**config.mk**
```make
export PLATFORM = sky130hd
export DESIGN_NAME = dispatch_ctrl_flat
export DESIGN_NICKNAME = d
export VERILOG_FILES = /design/src/rtl/dispatch_ctrl_if.sv /design/src/rtl/dispatch_ctrl.sv /design/src/flat_wrapper.sv
export SDC_FILE = /design/constraint.sdc
export NUM_CORES = 1
export LEC_CHECK = 0
export ABC_AREA = 1
export CAP_MARGIN = 20
export CORE_ASPECT_RATIO = 1.1
export CORE_MARGIN = 1
export CORE_UTILIZATION = 38
export DETAILED_ROUTE_END_ITERATION = 8
export PLACE_DENSITY = 0.91
export SYNTH_ARGS = -nofsm -noshare
export SYNTH_HDL_FRONTEND = slang
export SYNTH_SLANG_ARGS = --single-unit
```
**constraint.sdc**
```tcl
create_clock -name Clk -period 1.6 [get_ports Clk]
set_input_delay 0.32 -clock Clk [delete_from_list [all_inputs] [get_ports Clk]]
set_output_delay 0.32 -clock Clk [all_outputs]
set_load 0.005 [all_outputs]
```
**src/rtl/dispatch_ctrl_if.sv**
```systemverilog
`default_nettype none
// ============================================================================
// Module      : dispatch_ctrl_if
// Description : Bundles the IFQ, decoder, issue-queue, ROB and CDB signals
//               that connect to the dispatch controller.
//               master : the dispatch controller (drives Dispatch_* signals)
//               slave  : the surrounding pipeline (drives everything else)
// Ports       : none (clock and reset are plain ports on the controller)
// Revision    : 1.0 - initial release
// ============================================================================
interface dispatch_ctrl_if #(
  parameter int TAG_WIDTH = 5
);
  // IFQ head and decoder
  logic                 Ifq_Empty;
  logic [31:0]          Ifq_Inst;
  logic [31:0]          Ifq_Pc;
  logic [3:0]           Dec_Opcode;
  logic [31:0]          Dec_Imm;
  logic                 Dec_en_Int;
  logic                 Dec_en_LS;
  logic                 Dec_en_Mult;
  logic                 Dec_Type_J;
  logic                 Dec_Branch;
  // back-pressure
  logic                 Int_Full;
  logic                 LS_Full;
  logic                 Mult_Full;
  logic                 Rob_Full;
  // common data bus
  logic                 Cdb_Flush;
  logic [TAG_WIDTH-1:0] Cdb_Flush_Tag;
  logic                 Cdb_Branch_Done;
  // dispatch outputs
  logic                 Dispatch_Ren;
  logic                 Dispatch_Int_Wen;
  logic                 Dispatch_LS_Wen;
  logic                 Dispatch_Mult_Wen;
  logic [3:0]           Dispatch_Opcode;
  logic [31:0]          Dispatch_Imm;
  logic                 Dispatch_Branch;
  logic [TAG_WIDTH-1:0] Dispatch_Tag;
  logic                 Dispatch_Jmp;
  logic [31:0]          Dispatch_Jmp_Addr;
  logic                 Dispatch_Illegal;
  logic                 Dispatch_Stall;

  modport master (
    input  Ifq_Empty, Ifq_Inst, Ifq_Pc, Dec_Opcode, Dec_Imm,
           Dec_en_Int, Dec_en_LS, Dec_en_Mult, Dec_Type_J, Dec_Branch,
           Int_Full, LS_Full, Mult_Full, Rob_Full,
           Cdb_Flush, Cdb_Flush_Tag, Cdb_Branch_Done,
    output Dispatch_Ren, Dispatch_Int_Wen, Dispatch_LS_Wen, Dispatch_Mult_Wen,
           Dispatch_Opcode, Dispatch_Imm, Dispatch_Branch, Dispatch_Tag,
           Dispatch_Jmp, Dispatch_Jmp_Addr, Dispatch_Illegal, Dispatch_Stall
  );

  modport slave (
    output Ifq_Empty, Ifq_Inst, Ifq_Pc, Dec_Opcode, Dec_Imm,
           Dec_en_Int, Dec_en_LS, Dec_en_Mult, Dec_Type_J, Dec_Branch,
           Int_Full, LS_Full, Mult_Full, Rob_Full,
           Cdb_Flush, Cdb_Flush_Tag, Cdb_Branch_Done,
    input  Dispatch_Ren, Dispatch_Int_Wen, Dispatch_LS_Wen, Dispatch_Mult_Wen,
           Dispatch_Opcode, Dispatch_Imm, Dispatch_Branch, Dispatch_Tag,
           Dispatch_Jmp, Dispatch_Jmp_Addr, Dispatch_Illegal, Dispatch_Stall
  );
endinterface
`default_nettype wire

```
**src/rtl/dispatch_ctrl.sv**
```systemverilog
`default_nettype none
// ============================================================================
// Module      : dispatch_ctrl
// Description : In-order dispatch sequencer between the IFQ and the integer,
//               load/store and multiply issue queues. Pops the IFQ head
//               combinationally, issues a registered one-cycle write pulse to
//               the target queue and allocates ROB tags in order. Handles
//               stalls, jumps, illegal words and CDB flushes.
// Ports       : Clk    - rising-edge clock
//               Resetb - synchronous active-low reset
//               bus    - dispatch_ctrl_if.master (IFQ/decoder/queue/CDB in,
//                        Dispatch_* out)
// Options     : DISPATCH_BRANCH_LIMIT_EN - allow only one unresolved branch
//               in flight; later branches stall until Cdb_Branch_Done.
// Revision    : 1.0 - initial release
// ============================================================================
module dispatch_ctrl #(
  parameter int TAG_WIDTH    = 5,
  parameter int FLUSH_CYCLES = 2
) (
  input  wire logic           Clk,
  input  wire logic           Resetb,
  dispatch_ctrl_if.master     bus
);

  typedef enum logic [1:0] {
    RUN   = 2'd0,
    STALL = 2'd1,
    FLUSH = 2'd2
  } state_t;

  localparam logic [2:0] FLUSH_LOAD = 3'(FLUSH_CYCLES);

  state_t               r_state, w_next_state;
  logic [2:0]           r_flush_cnt, w_next_flush_cnt;
  logic [TAG_WIDTH-1:0] r_tag;

  logic w_head_valid, w_is_jump, w_is_illegal, w_target_full;
  logic w_branch_block, w_blocked, w_accept, w_dispatch;

`ifdef DISPATCH_BRANCH_LIMIT_EN
  logic r_branch_pending;
  // A resolving branch frees the slot in the same cycle, so a waiting
  // branch can go out alongside Cdb_Branch_Done.
  assign w_branch_block = r_branch_pending && bus.Dec_Branch && !bus.Cdb_Branch_Done;

  always_ff @(posedge Clk) begin
    if (!Resetb || bus.Cdb_Flush)
      r_branch_pending <= 1'b0;
    else if (w_dispatch && bus.Dec_Branch)
      r_branch_pending <= 1'b1;   // new branch wins over a same-cycle clear
    else if (bus.Cdb_Branch_Done)
      r_branch_pending <= 1'b0;
  end
`else
  assign w_branch_block = 1'b0;
  logic w_unused_branch_done;
  assign w_unused_branch_done = bus.Cdb_Branch_Done;
`endif

  // Only the jump-target fields of the instruction and PC are consumed here.
  logic w_unused_fields;
  assign w_unused_fields = &{1'b0, bus.Ifq_Inst[31:26], bus.Ifq_Pc[27:0]};

  assign w_head_valid  = !bus.Ifq_Empty;
  assign w_is_jump     = bus.Dec_Type_J;
  assign w_is_illegal  = !bus.Dec_Type_J &&
                         !(bus.Dec_en_Int || bus.Dec_en_LS || bus.Dec_en_Mult);
  assign w_target_full = (bus.Dec_en_Int  && bus.Int_Full) ||
                         (bus.Dec_en_LS   && bus.LS_Full)  ||
                         (bus.Dec_en_Mult && bus.Mult_Full);
  assign w_blocked     = w_target_full || bus.Rob_Full || w_branch_block;

  // Jumps and illegal words take no queue slot and no tag, so nothing can
  // block them.
  assign w_accept = Resetb && !bus.Cdb_Flush && (r_state != FLUSH) &&
                    w_head_valid && (w_is_jump || w_is_illegal || !w_blocked);
  assign w_dispatch = w_accept && !w_is_jump && !w_is_illegal;

  assign bus.Dispatch_Ren = w_accept;

  always_ff @(posedge Clk) begin
    if (!Resetb) begin
      r_state     <= RUN;
      r_flush_cnt <= 3'd0;
    end else begin
      r_state     <= w_next_state;
      r_flush_cnt <= w_next_flush_cnt;
    end
  end

  always_comb begin
    w_next_state     = r_state;
    w_next_flush_cnt = r_flush_cnt;
    if (bus.Cdb_Flush) begin
      w_next_state     = FLUSH;
      w_next_flush_cnt = FLUSH_LOAD;
    end else begin
      case (r_state)
        FLUSH: begin
          if (r_flush_cnt <= 3'd1) begin
            w_next_state     = RUN;
            w_next_flush_cnt = 3'd0;
          end else begin
            w_next_flush_cnt = r_flush_cnt - 3'd1;
          end
        end
        default: begin
          w_next_state = RUN;
          if (w_head_valid) begin
            if (w_is_jump) begin
              w_next_state     = FLUSH;
              w_next_flush_cnt = FLUSH_LOAD;
            end else if (!w_is_illegal && w_blocked) begin
              w_next_state = STALL;
            end
          end
        end
      endcase
    end
  end

  always_ff @(posedge Clk) begin
    if (!Resetb) begin
      r_tag                 <= '0;
      bus.Dispatch_Int_Wen  <= 1'b0;
      bus.Dispatch_LS_Wen   <= 1'b0;
      bus.Dispatch_Mult_Wen <= 1'b0;
      bus.Dispatch_Opcode   <= 4'd0;
      bus.Dispatch_Imm      <= 32'd0;
      bus.Dispatch_Branch   <= 1'b0;
      bus.Dispatch_Tag      <= '0;
      bus.Dispatch_Jmp      <= 1'b0;
      bus.Dispatch_Jmp_Addr <= 32'd0;
      bus.Dispatch_Illegal  <= 1'b0;
      bus.Dispatch_Stall    <= 1'b0;
    end else begin
      bus.Dispatch_Int_Wen  <= w_dispatch && bus.Dec_en_Int;
      bus.Dispatch_LS_Wen   <= w_dispatch && bus.Dec_en_LS;
      bus.Dispatch_Mult_Wen <= w_dispatch && bus.Dec_en_Mult;
      bus.Dispatch_Branch   <= w_dispatch && bus.Dec_en_Int && bus.Dec_Branch;
      bus.Dispatch_Jmp      <= w_accept && w_is_jump;
      bus.Dispatch_Illegal  <= w_accept && w_is_illegal;
      bus.Dispatch_Stall    <= (w_next_state == STALL);
      if (w_dispatch) begin
        bus.Dispatch_Opcode <= bus.Dec_Opcode;
        bus.Dispatch_Imm    <= bus.Dec_Imm;
        bus.Dispatch_Tag    <= r_tag;
      end
      if (w_accept && w_is_jump)
        bus.Dispatch_Jmp_Addr <= {bus.Ifq_Pc[31:28], bus.Ifq_Inst[25:0], 2'b00};
      // Younger tags are discarded on a flush; allocation resumes just past
      // the mispredicted branch.
      if (bus.Cdb_Flush)
        r_tag <= bus.Cdb_Flush_Tag + TAG_WIDTH'(1);
      else if (w_dispatch)
        r_tag <= r_tag + TAG_WIDTH'(1);
    end
  end

endmodule
`default_nettype wire
```
**src/flat_wrapper.sv**
```systemverilog
// flat-port wrapper written by rule: the top's interface ports become plain ports
module dispatch_ctrl_flat 
#(
  parameter int TAG_WIDTH    = 5,
  parameter int FLUSH_CYCLES = 2
)
  (Clk, Resetb, bus_Ifq_Empty, bus_Ifq_Inst, bus_Ifq_Pc, bus_Dec_Opcode, bus_Dec_Imm, bus_Dec_en_Int, bus_Dec_en_LS, bus_Dec_en_Mult, bus_Dec_Type_J, bus_Dec_Branch, bus_Int_Full, bus_LS_Full, bus_Mult_Full, bus_Rob_Full, bus_Cdb_Flush, bus_Cdb_Flush_Tag, bus_Cdb_Branch_Done, bus_Dispatch_Ren, bus_Dispatch_Int_Wen, bus_Dispatch_LS_Wen, bus_Dispatch_Mult_Wen, bus_Dispatch_Opcode, bus_Dispatch_Imm, bus_Dispatch_Branch, bus_Dispatch_Tag, bus_Dispatch_Jmp, bus_Dispatch_Jmp_Addr, bus_Dispatch_Illegal, bus_Dispatch_Stall);
  dispatch_ctrl_if #(.TAG_WIDTH(TAG_WIDTH)) bus_i ();
  input  wire logic Clk;
  input  wire logic Resetb;
  input wire logic [$bits(bus_i.Ifq_Empty)-1:0] bus_Ifq_Empty;
  input wire logic [$bits(bus_i.Ifq_Inst)-1:0] bus_Ifq_Inst;
  input wire logic [$bits(bus_i.Ifq_Pc)-1:0] bus_Ifq_Pc;
  input wire logic [$bits(bus_i.Dec_Opcode)-1:0] bus_Dec_Opcode;
  input wire logic [$bits(bus_i.Dec_Imm)-1:0] bus_Dec_Imm;
  input wire logic [$bits(bus_i.Dec_en_Int)-1:0] bus_Dec_en_Int;
  input wire logic [$bits(bus_i.Dec_en_LS)-1:0] bus_Dec_en_LS;
  input wire logic [$bits(bus_i.Dec_en_Mult)-1:0] bus_Dec_en_Mult;
  input wire logic [$bits(bus_i.Dec_Type_J)-1:0] bus_Dec_Type_J;
  input wire logic [$bits(bus_i.Dec_Branch)-1:0] bus_Dec_Branch;
  input wire logic [$bits(bus_i.Int_Full)-1:0] bus_Int_Full;
  input wire logic [$bits(bus_i.LS_Full)-1:0] bus_LS_Full;
  input wire logic [$bits(bus_i.Mult_Full)-1:0] bus_Mult_Full;
  input wire logic [$bits(bus_i.Rob_Full)-1:0] bus_Rob_Full;
  input wire logic [$bits(bus_i.Cdb_Flush)-1:0] bus_Cdb_Flush;
  input wire logic [$bits(bus_i.Cdb_Flush_Tag)-1:0] bus_Cdb_Flush_Tag;
  input wire logic [$bits(bus_i.Cdb_Branch_Done)-1:0] bus_Cdb_Branch_Done;
  output wire logic [$bits(bus_i.Dispatch_Ren)-1:0] bus_Dispatch_Ren;
  output wire logic [$bits(bus_i.Dispatch_Int_Wen)-1:0] bus_Dispatch_Int_Wen;
  output wire logic [$bits(bus_i.Dispatch_LS_Wen)-1:0] bus_Dispatch_LS_Wen;
  output wire logic [$bits(bus_i.Dispatch_Mult_Wen)-1:0] bus_Dispatch_Mult_Wen;
  output wire logic [$bits(bus_i.Dispatch_Opcode)-1:0] bus_Dispatch_Opcode;
  output wire logic [$bits(bus_i.Dispatch_Imm)-1:0] bus_Dispatch_Imm;
  output wire logic [$bits(bus_i.Dispatch_Branch)-1:0] bus_Dispatch_Branch;
  output wire logic [$bits(bus_i.Dispatch_Tag)-1:0] bus_Dispatch_Tag;
  output wire logic [$bits(bus_i.Dispatch_Jmp)-1:0] bus_Dispatch_Jmp;
  output wire logic [$bits(bus_i.Dispatch_Jmp_Addr)-1:0] bus_Dispatch_Jmp_Addr;
  output wire logic [$bits(bus_i.Dispatch_Illegal)-1:0] bus_Dispatch_Illegal;
  output wire logic [$bits(bus_i.Dispatch_Stall)-1:0] bus_Dispatch_Stall;
  assign bus_i.Ifq_Empty = bus_Ifq_Empty;
  assign bus_i.Ifq_Inst = bus_Ifq_Inst;
  assign bus_i.Ifq_Pc = bus_Ifq_Pc;
  assign bus_i.Dec_Opcode = bus_Dec_Opcode;
  assign bus_i.Dec_Imm = bus_Dec_Imm;
  assign bus_i.Dec_en_Int = bus_Dec_en_Int;
  assign bus_i.Dec_en_LS = bus_Dec_en_LS;
  assign bus_i.Dec_en_Mult = bus_Dec_en_Mult;
  assign bus_i.Dec_Type_J = bus_Dec_Type_J;
  assign bus_i.Dec_Branch = bus_Dec_Branch;
  assign bus_i.Int_Full = bus_Int_Full;
  assign bus_i.LS_Full = bus_LS_Full;
  assign bus_i.Mult_Full = bus_Mult_Full;
  assign bus_i.Rob_Full = bus_Rob_Full;
  assign bus_i.Cdb_Flush = bus_Cdb_Flush;
  assign bus_i.Cdb_Flush_Tag = bus_Cdb_Flush_Tag;
  assign bus_i.Cdb_Branch_Done = bus_Cdb_Branch_Done;
  assign bus_Dispatch_Ren = bus_i.Dispatch_Ren;
  assign bus_Dispatch_Int_Wen = bus_i.Dispatch_Int_Wen;
  assign bus_Dispatch_LS_Wen = bus_i.Dispatch_LS_Wen;
  assign bus_Dispatch_Mult_Wen = bus_i.Dispatch_Mult_Wen;
  assign bus_Dispatch_Opcode = bus_i.Dispatch_Opcode;
  assign bus_Dispatch_Imm = bus_i.Dispatch_Imm;
  assign bus_Dispatch_Branch = bus_i.Dispatch_Branch;
  assign bus_Dispatch_Tag = bus_i.Dispatch_Tag;
  assign bus_Dispatch_Jmp = bus_i.Dispatch_Jmp;
  assign bus_Dispatch_Jmp_Addr = bus_i.Dispatch_Jmp_Addr;
  assign bus_Dispatch_Illegal = bus_i.Dispatch_Illegal;
  assign bus_Dispatch_Stall = bus_i.Dispatch_Stall;
  dispatch_ctrl #(.TAG_WIDTH(TAG_WIDTH), .FLUSH_CYCLES(FLUSH_CYCLES)) u_core (.Clk(Clk), .Resetb(Resetb), .bus(bus_i));
endmodule
```
==> summary.md, run 1 <==
| Metric | Value |
|---|---|
| Status | finished, final reports clean |
| Clock buffer depth | 2 |
| HPWL after DPL | 7260 microns |
| Top cells by count, synth | 178 x nand2_1, 88 x dfxtp_1, 76 x nor2_1 |
| Leading area contributor after synthesis | dfxtp_1 |
| Number of cell rows | 36 |
| Asr flop ratio synth | 0% |
| Synth Area in XOR/XNOR | 0.249% |
| R2R Path Start | u_core.r_state[0]$_SDFF_PN0_ |
| Pre-Repair DR Iteration Count | 4 |
| First-pass GRT wire length | 15300 microns |
| Synth Register Bits | 88 |
| # setup viols final | 0 |
| Die height | 103 microns |
| Tot GR Track Use | 20.4% |
| Hold buffers post-CTS | 0 |
| Synth Area in Compound Gates | 7.94% |
| Peak per-stage delay on the critical path | 0.54 ns |
| CP Data Required Time | 1.28 ns |
| Hold Path Class | input port to flip-flop |
| Number of buffers created by CTS | 9 |
| Worst-path fanout max | 2 |
| Worst Skew | 0.00689 ns |
| Die area | 9630 sq um |
| CP endpoint kind | primary output |
| Root buffer cell | clkbuf_8 |
| Max-slew violations | 0 |
| Post-Syn Area | 3510 sq um |
| IO Port Bufs | 162 |
| Final GP Congestion | 0.814 |
| Sequential share of the synthesized area | 50.1% |
| Wire length per cell | 12.9 microns |
| CP Cell Sequence | clkdlybuf4s50_1 |
| Critical path's slowest cell | clkdlybuf4s50_1 |
| Initial antenna violation count | 0 |
| Core region area | 8920 sq um |
| Total grt overflow | 0 |
| Vias in the first global route | 3478 |
| H-tree levels | 3 |
| Area growth from synthesis to layout | 63.4% |
| Max Clk Rate | 644 MHz |
| Post-synthesis mux area share | 0% |
| Grt met3 use | 7.82% |
| CP Buf/Inv Count | 1 |
| Period utilisation layout | 97.0% |
| Ant diodes | 0 |
| Post-synthesis cell type count | 26 |
| WP data arrival | 1.23 ns |
| MaxCap Viol Count | 0 |
| Initial Utilization | 39.4% |
| Post-synth EDFFs | 0 |
| TritonCTS clock tree | built |
| Worst R2R End | u_core.bus.Dispatch_Imm[12]$_SDFFE_PN0N_ |
| Via count | 3723 |
| Clk_lat worst skew | 0.35 ns |
| Main combinational cell family by area after synthesis | simple AND/OR/NAND/NOR gates |
| Synth top area cells | dfxtp_1 50%, nand2_1 19%, nor2_1 8.1% |
| Met1 usage | 20.8% |
| Num Clock Sinks | 88 |
| Avg Cell Area, Syn | 7.01 sq um |
| CP Launch Type | flip-flop |
| Most common cell in the synthesized netlist | nand2_1 |
| Busiest grt layer | met2 |
| First DRT Iteration DRCs | 87 |
| Largest delay share family, worst path | buffers and inverters |
| Pwr Total | 4.26 mW |
| Reg2reg setup slack | 0.13 ns |
| Die Wd | 93.7 microns |
| Grt met2 use | 37.5% |
| Design Area, Final | 5740 sq um |
| Post-DP Area | 5370 sq um |
| Min Clock Period, post-route | 1.55 ns |
| Simple-gate portion of the synthesized area | 30.8% |
| Layout cells sized above 1 | 9.80% |
| Largest net degree at the start of global routing | 51 |
| Clock transition at the registers of the reported paths | 0.08 ns |
| IO Count | 200 |
| Leading register cell type out of synthesis | dfxtp_1 |
| Final Non-Filler Cells | 798 |
| Warnings, synthesis | 0 |
| Fin. Hold Viols | 0 |
| Nets | 801 |
| Avg Vias per Cell | 4.67 |
| Post-Place Cells | 777 |
| Cells after synthesis | 501 |
| Drc violations | 0 |
| Setup CP Type | flip-flop to primary output |
| Post-synth top area share | 50.1% |
| Synth Area in Adders | 1.07% |
| Total Wirelength | 10300 microns |
| Util after Layout | 64.4% |
| Post-DRT Antenna Nets | 0 |
| Hold Path End | u_core.bus.Dispatch_Mult_Wen$_SDFF_PN0_ |
| Setup TNS | 0 ns |
| Hold depth | 3 |
| Power Dens Cells | 741 nW/um^2 |
| Number of cells on the worst reg-to-reg path | 10 |
| Lkg Pwr | 2.59 nW |
| Worst ir drop on vdd | 0.520 mV |
| Origin of the worst min-delay path | bus_Dec_en_Mult |
metrics by stage:
| stage | hold slack, ns | worst slack [ns] |
|---|---|---|
| 2_1_floorplan | 0.432 | 0.364 |
| 3_3_place_gp | 0.451 | -0.481 |
| 3_5_place_dp | 0.457 | -0.563 |
| 4_1_cts | 0.366 | -0.0185 |
| 5_1_grt | 0.376 | -0.0177 |
| 6_report | 0.384 | 0.0481 |
final cells by class:
class	instances	area (sq um)
fillers	733	3180
repair buffers	192	1970
flip-flops and latches	88	1760
multi-input cells	333	1470
inverters	55	211
clock buffers	14	173
well taps	114	143
clock inverters	2	12.5
logic make-up (layout without fill, tap and decap cells):
logic type	after synthesis	after routing
other	1	2
and+or+nand+nor	273	273
buffers and inverters	81	263
AOI/OAI and AO/OA	54	54
xor gates and xnor gates	1	1
DFF	88	88
adders and majority gates	3	3
report_power, final:
| part | switching [mW] | leakage [nW] | internal (mW) | total [mW] |
|---|---|---|---|---|
| combinational | 0.230 | 1.79 | 0.330 | 0.559 |
| sequential | 0.0225 | 0.713 | 2.23 | 2.25 |
| clock | 0.755 | 0.0927 | 0.692 | 1.45 |
| total | 1.01 | 2.59 | 3.25 | 4.26 |
cell usage in the layout (no fill, tap or decap), types with 2 or more instances in the layout:
master	Yosys	layout
a21oi_1	45	44
buf_12	0	3
buf_4	6	21
buf_6	0	2
clkbuf_1	8	2
clkbuf_16	0	3
clkbuf_8	0	12
clkdlybuf4s50_1	0	145
conb_1	1	2
dfxtp_1	88	86
dfxtp_2	0	2
dlygate4sd2_1	0	5
dlymetal6s2s_1	0	11
ha_1	3	2
inv_1	51	49
inv_2	3	4
nand2_1	178	172
nand2_2	1	7
nand3_1	5	5
nand3_4	0	2
nand3b_1	3	3
nand4_1	3	3
nor2_1	76	74
nor2_4	1	2
nor3_1	2	2
o21ai_0	5	5
o21bai_1	2	2
routing by layer:
layer,part of all wire (%),vias up
li1,-,1867
met1,39,1686
met2,49,160
met3,10,10
met4,1.4,0
met5,0,-
state kept, by name, summed over array words and instances, names as in the netlist, 2 cells and up:
register	flops
u_core.bus.Dispatch_Imm	32
u_core.bus.Dispatch_Jmp_Addr	30
u_core.bus.Dispatch_Tag	5
u_core.r_tag	5
u_core.bus.Dispatch_Opcode	4
u_core.r_flush_cnt	3
u_core.r_state	2
worst max-delay path by stage:
stage	startpoint	end	slack [ns]	cells after the start
after detailed placement	bus_Dec_en_Mult	bus_Dispatch_Ren	-0.56	9
after floorplan	bus_Mult_Full	u_core.bus.Dispatch_Jmp_Addr[2]$_SDFFE_PN0P_	0.36	9
after CTS	bus_Mult_Full	bus_Dispatch_Ren	-0.02	9
after global placement	bus_Dec_en_Mult	bus_Dispatch_Ren	-0.48	9
after global routing	bus_Dec_en_Mult	u_core.bus.Dispatch_Jmp_Addr[25]$_SDFFE_PN0P_	-0.02	12
final	u_core.bus.Dispatch_Tag[4]$_SDFFE_PN0N_	bus_Dispatch_Tag[4]	0.05	1
repair_timing:
item                       CTS  global route
resized for setup           18            26
buffers inserted             2             0
setup endpoints to repair   44            83
cloned                       0             3
pin swaps                    2             6
Power figures use the tool's default switching activity.
==> run 2: changes to the inputs <==
--- a/config.mk
+++ b/config.mk
@@ -10,8 +10,10 @@
 export CORE_ASPECT_RATIO = 1.1
 export CORE_MARGIN = 1
 export CORE_UTILIZATION = 38
+export CTS_CLUSTER_DIAMETER = 50
 export DETAILED_ROUTE_END_ITERATION = 8
 export PLACE_DENSITY = 0.91
+export RECOVER_POWER = 25
 export SYNTH_ARGS = -nofsm -noshare
 export SYNTH_HDL_FRONTEND = slang
 export SYNTH_SLANG_ARGS = --single-unit
==> summary.md, run 2 (synthesis gave the netlist of run 1 again) <==
| Metric | Value |
|---|---|
| Vias in the first global route | 3478 (unchanged) |
| Origin of the worst min-delay path | bus_Dec_en_Mult |
| Setup TNS | 0 ns (unchanged) |
| Via count | 3706 (-0.46%) |
| Nets | 801 (unchanged) |
| R2R Path Start | u_core.r_state[0]$_SDFF_PN0_ |
| Avg Vias per Cell | 4.64 (-0.46%) |
| Worst Setup SP | bus_Cdb_Flush |
| Die Wd | 93.7 microns (unchanged) |
| Wire length per cell | 13.0 microns (+0.34%) |
| Fin. Hold Viols | 0 (unchanged) |
| Clk_lat worst skew | 0.35 ns (about the same) |
| Design Area, Final | 5680 sq um (-1.0%) |
| Lkg Pwr | 2.46 nW (-5.0%) |
| Tot GR Track Use | 20.4% (unchanged) |
| CP endpoint kind | flip-flop |
| Post-Place Cells | 777 (unchanged) |
| Die area | 9630 sq um (unchanged) |
| First DRT Iteration DRCs | 84 (-3.4%) |
| Number of buffers created by CTS | 9 (unchanged) |
| Largest registers | u_core.bus.Dispatch_Imm (32), u_core.bus.Dispatch_Jmp_Addr (30) |
| Setup CP Type | input port to flip-flop |
| Leading cell type in the layout, fill and taps excluded | nand2_1 |
| Met1 usage | 20.8% (unchanged) |
| Status | finished, final reports clean |
| Number of cell rows | 36 (unchanged) |
| CP Launch Type | input port |
| Clock buffer depth | 2 (unchanged) |
| Number of flip-flops in the largest register | 32 (unchanged) |
| Worst ir drop on vdd | 0.570 mV (+9.6%) |
| Power Dens Cells | 749 nW/um^2 (+1.1%) |
| Total Wirelength | 10400 microns (+0.34%) |
| Worst-path fanout max | 5 (+3) |
| # setup viols final | 0 (unchanged) |
| Die height | 103 microns (unchanged) |
| Min Clock Period, post-route | 1.56 ns (+0.00844 ns) |
| Pre-Repair DR Iteration Count | 4 (unchanged) |
| Initial Utilization | 39.4% (unchanged) |
| Max-slew violations | 0 (unchanged) |
| Grt met3 use | 7.82% (unchanged) |
| Place WS | -0.563 ns (unchanged) |
| Clock transition at the registers of the reported paths | 0.09 ns (about the same) |
| Drc violations | 0 (unchanged) |
| CP Data Required Time | 1.85 ns (+0.57 ns) |
| WP data arrival | 1.81 ns (+0.58 ns) |
| Layout cells sized above 1 | 9.65% (-0.15 points) |
| Top reg by flops | u_core.bus.Dispatch_Imm |
| Area growth from synthesis to layout | 61.8% |
| Final Non-Filler Cells | 798 (unchanged) |
| Commonest non-fill, non-tap cells in the layout | 172 x nand2_1, 144 x clkdlybuf4s50_1, 86 x dfxtp_1, 74 x nor2_1, 49 x inv_1 |
| IO Port Bufs | 162 (unchanged) |
| Worst Skew | 0.00764 ns (+0.000743 ns) |
| HPWL after DPL | 7260 microns (unchanged) |
| Post-DRT Antenna Nets | 0 (unchanged) |
| Root buffer cell | clkbuf_8 |
| Setup slack after layout | 0.0397 ns (-0.00844 ns) |
| Post-DP Area | 5370 sq um (unchanged) |
| Max Clk Rate | 641 MHz (-0.54%) |
| Ant diodes | 0 (unchanged) |
| Num Clock Sinks | 88 (unchanged) |
| Grt met2 use | 37.5% (unchanged) |
| Reg2reg setup slack | 0.11 ns (-0.02 ns) |
| MaxCap Viol Count | 0 (unchanged) |
| TritonCTS clock tree | built |
| Final GP Congestion | 0.814 (unchanged) |
| IO Count | 200 (unchanged) |
| Hold Path Class | input port to flip-flop |
| Period utilisation layout | 97.5% (+0.53 points) |
| Total grt overflow | 0 (unchanged) |
| Initial antenna violation count | 0 (unchanged) |
| First-pass GRT wire length | 15300 microns (unchanged) |
| Busiest grt layer | met2 |
| Largest net degree at the start of global routing | 51 (unchanged) |
| Core region area | 8920 sq um (unchanged) |
| H-tree levels | 3 (unchanged) |
==> run 2: stage by stage <==
stage | power (mW) | hold slack (ns) | utilization, %
3_3_place_gp | 2.81 | 0.451 | 60.2
3_5_place_dp | 2.83 | 0.457 | 60.2
5_1_grt | 4.45 | 0.376 | 63.7
2_1_floorplan | 2.49 | 0.432 | -
6_report | 4.26 | 0.381 | 63.7
4_1_cts | 4.28 | 0.366 | 62.7
==> run 2: area by class of cell <==
cell class / instances / area, sq um
clock buffer: 14 / 173
clock inverter: 2 / 12.5
fill: 741 / 3240
inverter: 55 / 211
multi-input combinational: 333 / 1470
sequential: 88 / 1760
tap: 114 / 143
timing repair buffer: 192 / 1910
==> run 2: critical path, stage by stage <==
cell,delay (ns)
clkdlybuf4s50_1,0.49
buf_4,0.14
nand2_1,0.08
nand2_1,0.15
ha_4,0.17
nand2_1,0.06
o21bai_1,0.16
nand2_1,0.08
nor2_1,0.11
nor2_1,0.06
==> run 2: layer usage <==
layer  up-vias  routed length [microns]
met5         -                        0
met4         0                      193
met3        14                     1100
met2       168                     5010
met1      1661                     4050
li1       1863                        -
==> run 2: report_power, final <==
group	leakage, nW	internal (mW)	switching [mW]
clock	0.0927	0.692	0.758
sequential	0.713	2.23	0.0227
combinational	1.66	0.327	0.230
==> run 2: path summary, 6_finish.rpt <==
| check | cells after the start | to |
|---|---|---|
| hold reg to reg | 2 | u_core.bus.Dispatch_Tag[1]$_SDFFE_PN0N_ |
| hold / removal | 3 | u_core.bus.Dispatch_Mult_Wen$_SDFF_PN0_ |
| setup / recovery | 10 | u_core.r_tag[4]$_SDFFE_PN0P_ |
| setup reg to reg | 10 | u_core.bus.Dispatch_Imm[14]$_SDFFE_PN0N_ |
==> run 2: repair_timing <==
action / 4_1_cts / 5_1_grt
setup endpoints to repair: 44 / 83
hold buffers: 0 / 0
pin swaps: 2 / 6
buffers inserted: 2 / 0
resized for setup: 18 / 26
gates cloned: 0 / 3
==> run 3: changes to the inputs <==
--- a/config.mk
+++ b/config.mk
@@ -6,7 +6,6 @@
 export NUM_CORES = 1
 export LEC_CHECK = 0
 export ABC_AREA = 1
-export CAP_MARGIN = 20
 export CORE_ASPECT_RATIO = 1.1
 export CORE_MARGIN = 1
 export CORE_UTILIZATION = 38
==> constraint.sdc (replaced) <==
create_clock -name Clk -period 1.6 [get_ports Clk]
set_input_delay 0.16 -clock Clk [delete_from_list [all_inputs] [get_ports Clk]]
set_output_delay 0.16 -clock Clk [all_outputs]
set_load 0.005 [all_outputs]
==> summary.md, run 3 (synthesis gave the netlist of run 1 again) <==
| Metric | Value |
|---|---|
| Initial antenna violation count | 0 (unchanged) |
| First DRT Iteration DRCs | 100 (+19%) |
| RSZ-0062 raised after global routing | false |
| Tot GR Track Use | 19.9% (-0.57 points) |
| Pwr Total | 4.58 mW (+7.5%) |
| Total Wirelength | 9740 microns (-5.9%) |
| Total grt overflow | 0 (unchanged) |
| Largest net degree at the start of global routing | 46 (-9.8%) |
| Nets | 801 (unchanged) |
| Sw frac | 21.8% (-1.9 points) |
| Avg Vias per Cell | 4.59 (-1.1%) |
| Layout cells sized above 1 | 8.49% (-1.2 points) |
| H-tree levels | 3 (unchanged) |
| First-pass GRT wire length | 14900 microns (-2.5%) |
| Power Internal | 3.58 mW (+10%) |
| CP Data Required Time | 1.44 ns (-0.41 ns) |
| Number of cell rows | 36 (unchanged) |
| Core region area | 8920 sq um (unchanged) |
| Worst R2R End | u_core.bus.Dispatch_Imm[25]$_SDFFE_PN0N_ |
| Reg2reg setup slack | 0.14 ns (+0.03 ns) |
| CP Launch Type | input port |
| Via count | 3662 (-1.2%) |
| IO Count | 200 (unchanged) |
| MaxCap Viol Count | 0 (unchanged) |
| Hold Path End | u_core.bus.Dispatch_Mult_Wen$_SDFF_PN0_ |
| Number of cells on the worst reg-to-reg path | 10 (unchanged) |
| Hold Path Class | input port to flip-flop |
| Wire length per cell | 12.2 microns (-5.8%) |
| NetSw | 1.00 mW (-1.0%) |
| Ant diodes | 0 (unchanged) |
| Post-DRT Antenna Nets | 0 (unchanged) |
| Clock transition at the registers of the reported paths | 0.08 ns (about the same) |
| Lkg Pwr | 2.55 nW (+3.6%) |
| Util after Layout | 63.9% (+0.20 points) |
| Place WS | -0.286 ns (+0.277 ns) |
| Die area | 9630 sq um (unchanged) |
| Worst Skew | 0.00938 ns (+0.00174 ns) |
| R2R Path Start | u_core.r_state[0]$_SDFF_PN0_ |
| Setup TNS | 0 ns (unchanged) |
| Top reg by flops | u_core.bus.Dispatch_Imm |
| Worst ir drop on vdd | 0.562 mV (-1.5%) |
| Status | finished, final reports clean |
| Hold Slack | 0.133 ns (-0.248 ns) |
| Initial Utilization | 39.4% (unchanged) |
| Num Clock Sinks | 88 (unchanged) |
| HPWL after DPL | 7170 microns (-1.2%) |
| Origin of the worst min-delay path | bus_Dec_en_Mult |
| Final GP Congestion | 0.809 (-0.58%) |
| Max Clk Rate | 666 MHz (+3.9%) |
| Clock buffer depth | 2 (unchanged) |
| IO Port Bufs | 162 (unchanged) |
| Pre-Repair DR Iteration Count | 4 (unchanged) |
| CP endpoint kind | primary output |
| Area growth from synthesis to layout | 62.3% |
| # setup viols final | 0 (unchanged) |
| Setup CP Type | input port to primary output |
| Root buffer cell | clkbuf_8 |
| Vias in the first global route | 3461 (-0.49%) |
| Number of flip-flops in the largest register | 32 (unchanged) |
| Max-slew violations | 0 (unchanged) |
| Clock Power Share | 39.0% (+4.9 points) |
| TritonCTS clock tree | built |
| Largest registers | u_core.bus.Dispatch_Imm (32), u_core.bus.Dispatch_Jmp_Addr (30) |
| Die height | 103 microns (unchanged) |
| Power Dens Cells | 803 nW/um^2 (+7.2%) |
| Min Clock Period, post-route | 1.50 ns (-0.0590 ns) |
| Fin. Hold Viols | 0 (unchanged) |
| Leading cell type in the layout, fill and taps excluded | nand2_1 |
| Hold buffers post-CTS | 0 (unchanged) |
| Worst-path fanout max | 3 (-2) |
| Logic gate share of total power | 11.9% (-1.2 points) |
| WP data arrival | 1.34 ns (-0.47 ns) |
| Drc violations | 0 (unchanged) |
| Die Wd | 93.7 microns (unchanged) |
| Clk_lat worst skew | 0.35 ns (about the same) |
| Reg power frac | 49.2% (-3.7 points) |
| Number of buffers created by CTS | 9 (unchanged) |
| Commonest non-fill, non-tap cells in the layout | 176 x nand2_1, 129 x clkdlybuf4s50_1, 88 x dfxtp_1, 75 x nor2_1, 51 x inv_1 |
| Setup slack after layout | 0.0987 ns (+0.0590 ns) |
| Period utilisation layout | 93.8% (-3.7 points) |
| Hold depth | 3 (unchanged) |
## run 3: worst max-delay path: stages
cell and delay [ns]:
clkdlybuf4s50_1 0.44, nand2_1 0.09, nand2_1 0.05, nor2_1 0.18, inv_1 0.07, nand2_1 0.12, nand2_1 0.08, inv_1 0.06
clkbuf_2 0.11
## run 3: stage by stage
| stage | instances | cell area [sq um] |
|---|---|---|
| 2_1_floorplan | 502 | 3520 |
| 3_3_place_gp | 778 | 5390 |
| 3_5_place_dp | 778 | 5390 |
| 4_1_cts | 795 | 5650 |
| 5_1_grt | 797 | 5700 |
| 6_report | 797 | 5700 |
## run 3: power groups by stage
stage | logic [mW] | clock network [mW] | registers [mW]
2_1_floorplan | 0.187 | 0 | 2.30
3_3_place_gp | 0.519 | 0 | 2.30
3_5_place_dp | 0.532 | 0 | 2.30
4_1_cts | 0.543 | 1.84 | 2.25
5_1_grt | 0.596 | 1.94 | 2.26
6_report | 0.544 | 1.79 | 2.25
## run 3: per-layer routing
metal,wire length (microns),vias to the layer above,track usage [%]
met4,150,0,8.17
met1,3780,1627,20.6
li1,-,1864,-
met2,4770,160,35.5
met3,1040,11,8.26
met5,0,-,0
## run 3: what timing repair did
| action | in CTS | in global routing |
|---|---|---|
| setup buffers | 2 | 1 |
| cloned | 0 | 1 |
| resized for setup | 7 | 9 |
| pin swaps | 2 | 2 |
| setup endpoints to repair | 1 | 46 |
## run 3: worst max path at each step
stage	start	endpoint	slack [ns]	cells past startpoint
global route	u_core.r_state[0]$_SDFF_PN0_	u_core.bus.Dispatch_Imm[28]$_SDFFE_PN0N_	0.006	10
CTS	bus_Dec_en_Int	bus_Dispatch_Ren	0.0006	8
global placement	bus_Dec_en_Mult	bus_Dispatch_Ren	-0.25	9
floorplan	u_core.r_state[0]$_SDFF_PN0_	u_core.bus.Dispatch_Imm[0]$_SDFFE_PN0N_	0.38	9
detailed placement	bus_Dec_en_Mult	bus_Dispatch_Ren	-0.29	9
finish	bus_LS_Full	bus_Dispatch_Ren	0.1	9
## run 3: cell type report
cell class / count / area [sq um]
clock buffer: 9 / 124
clock inverter: 6 / 109
fill: 692 / 3220
inverter: 55 / 209
multi-input combinational: 333 / 1440
sequential: 88 / 1760
tap: 114 / 143
timing repair buffer: 192 / 1910
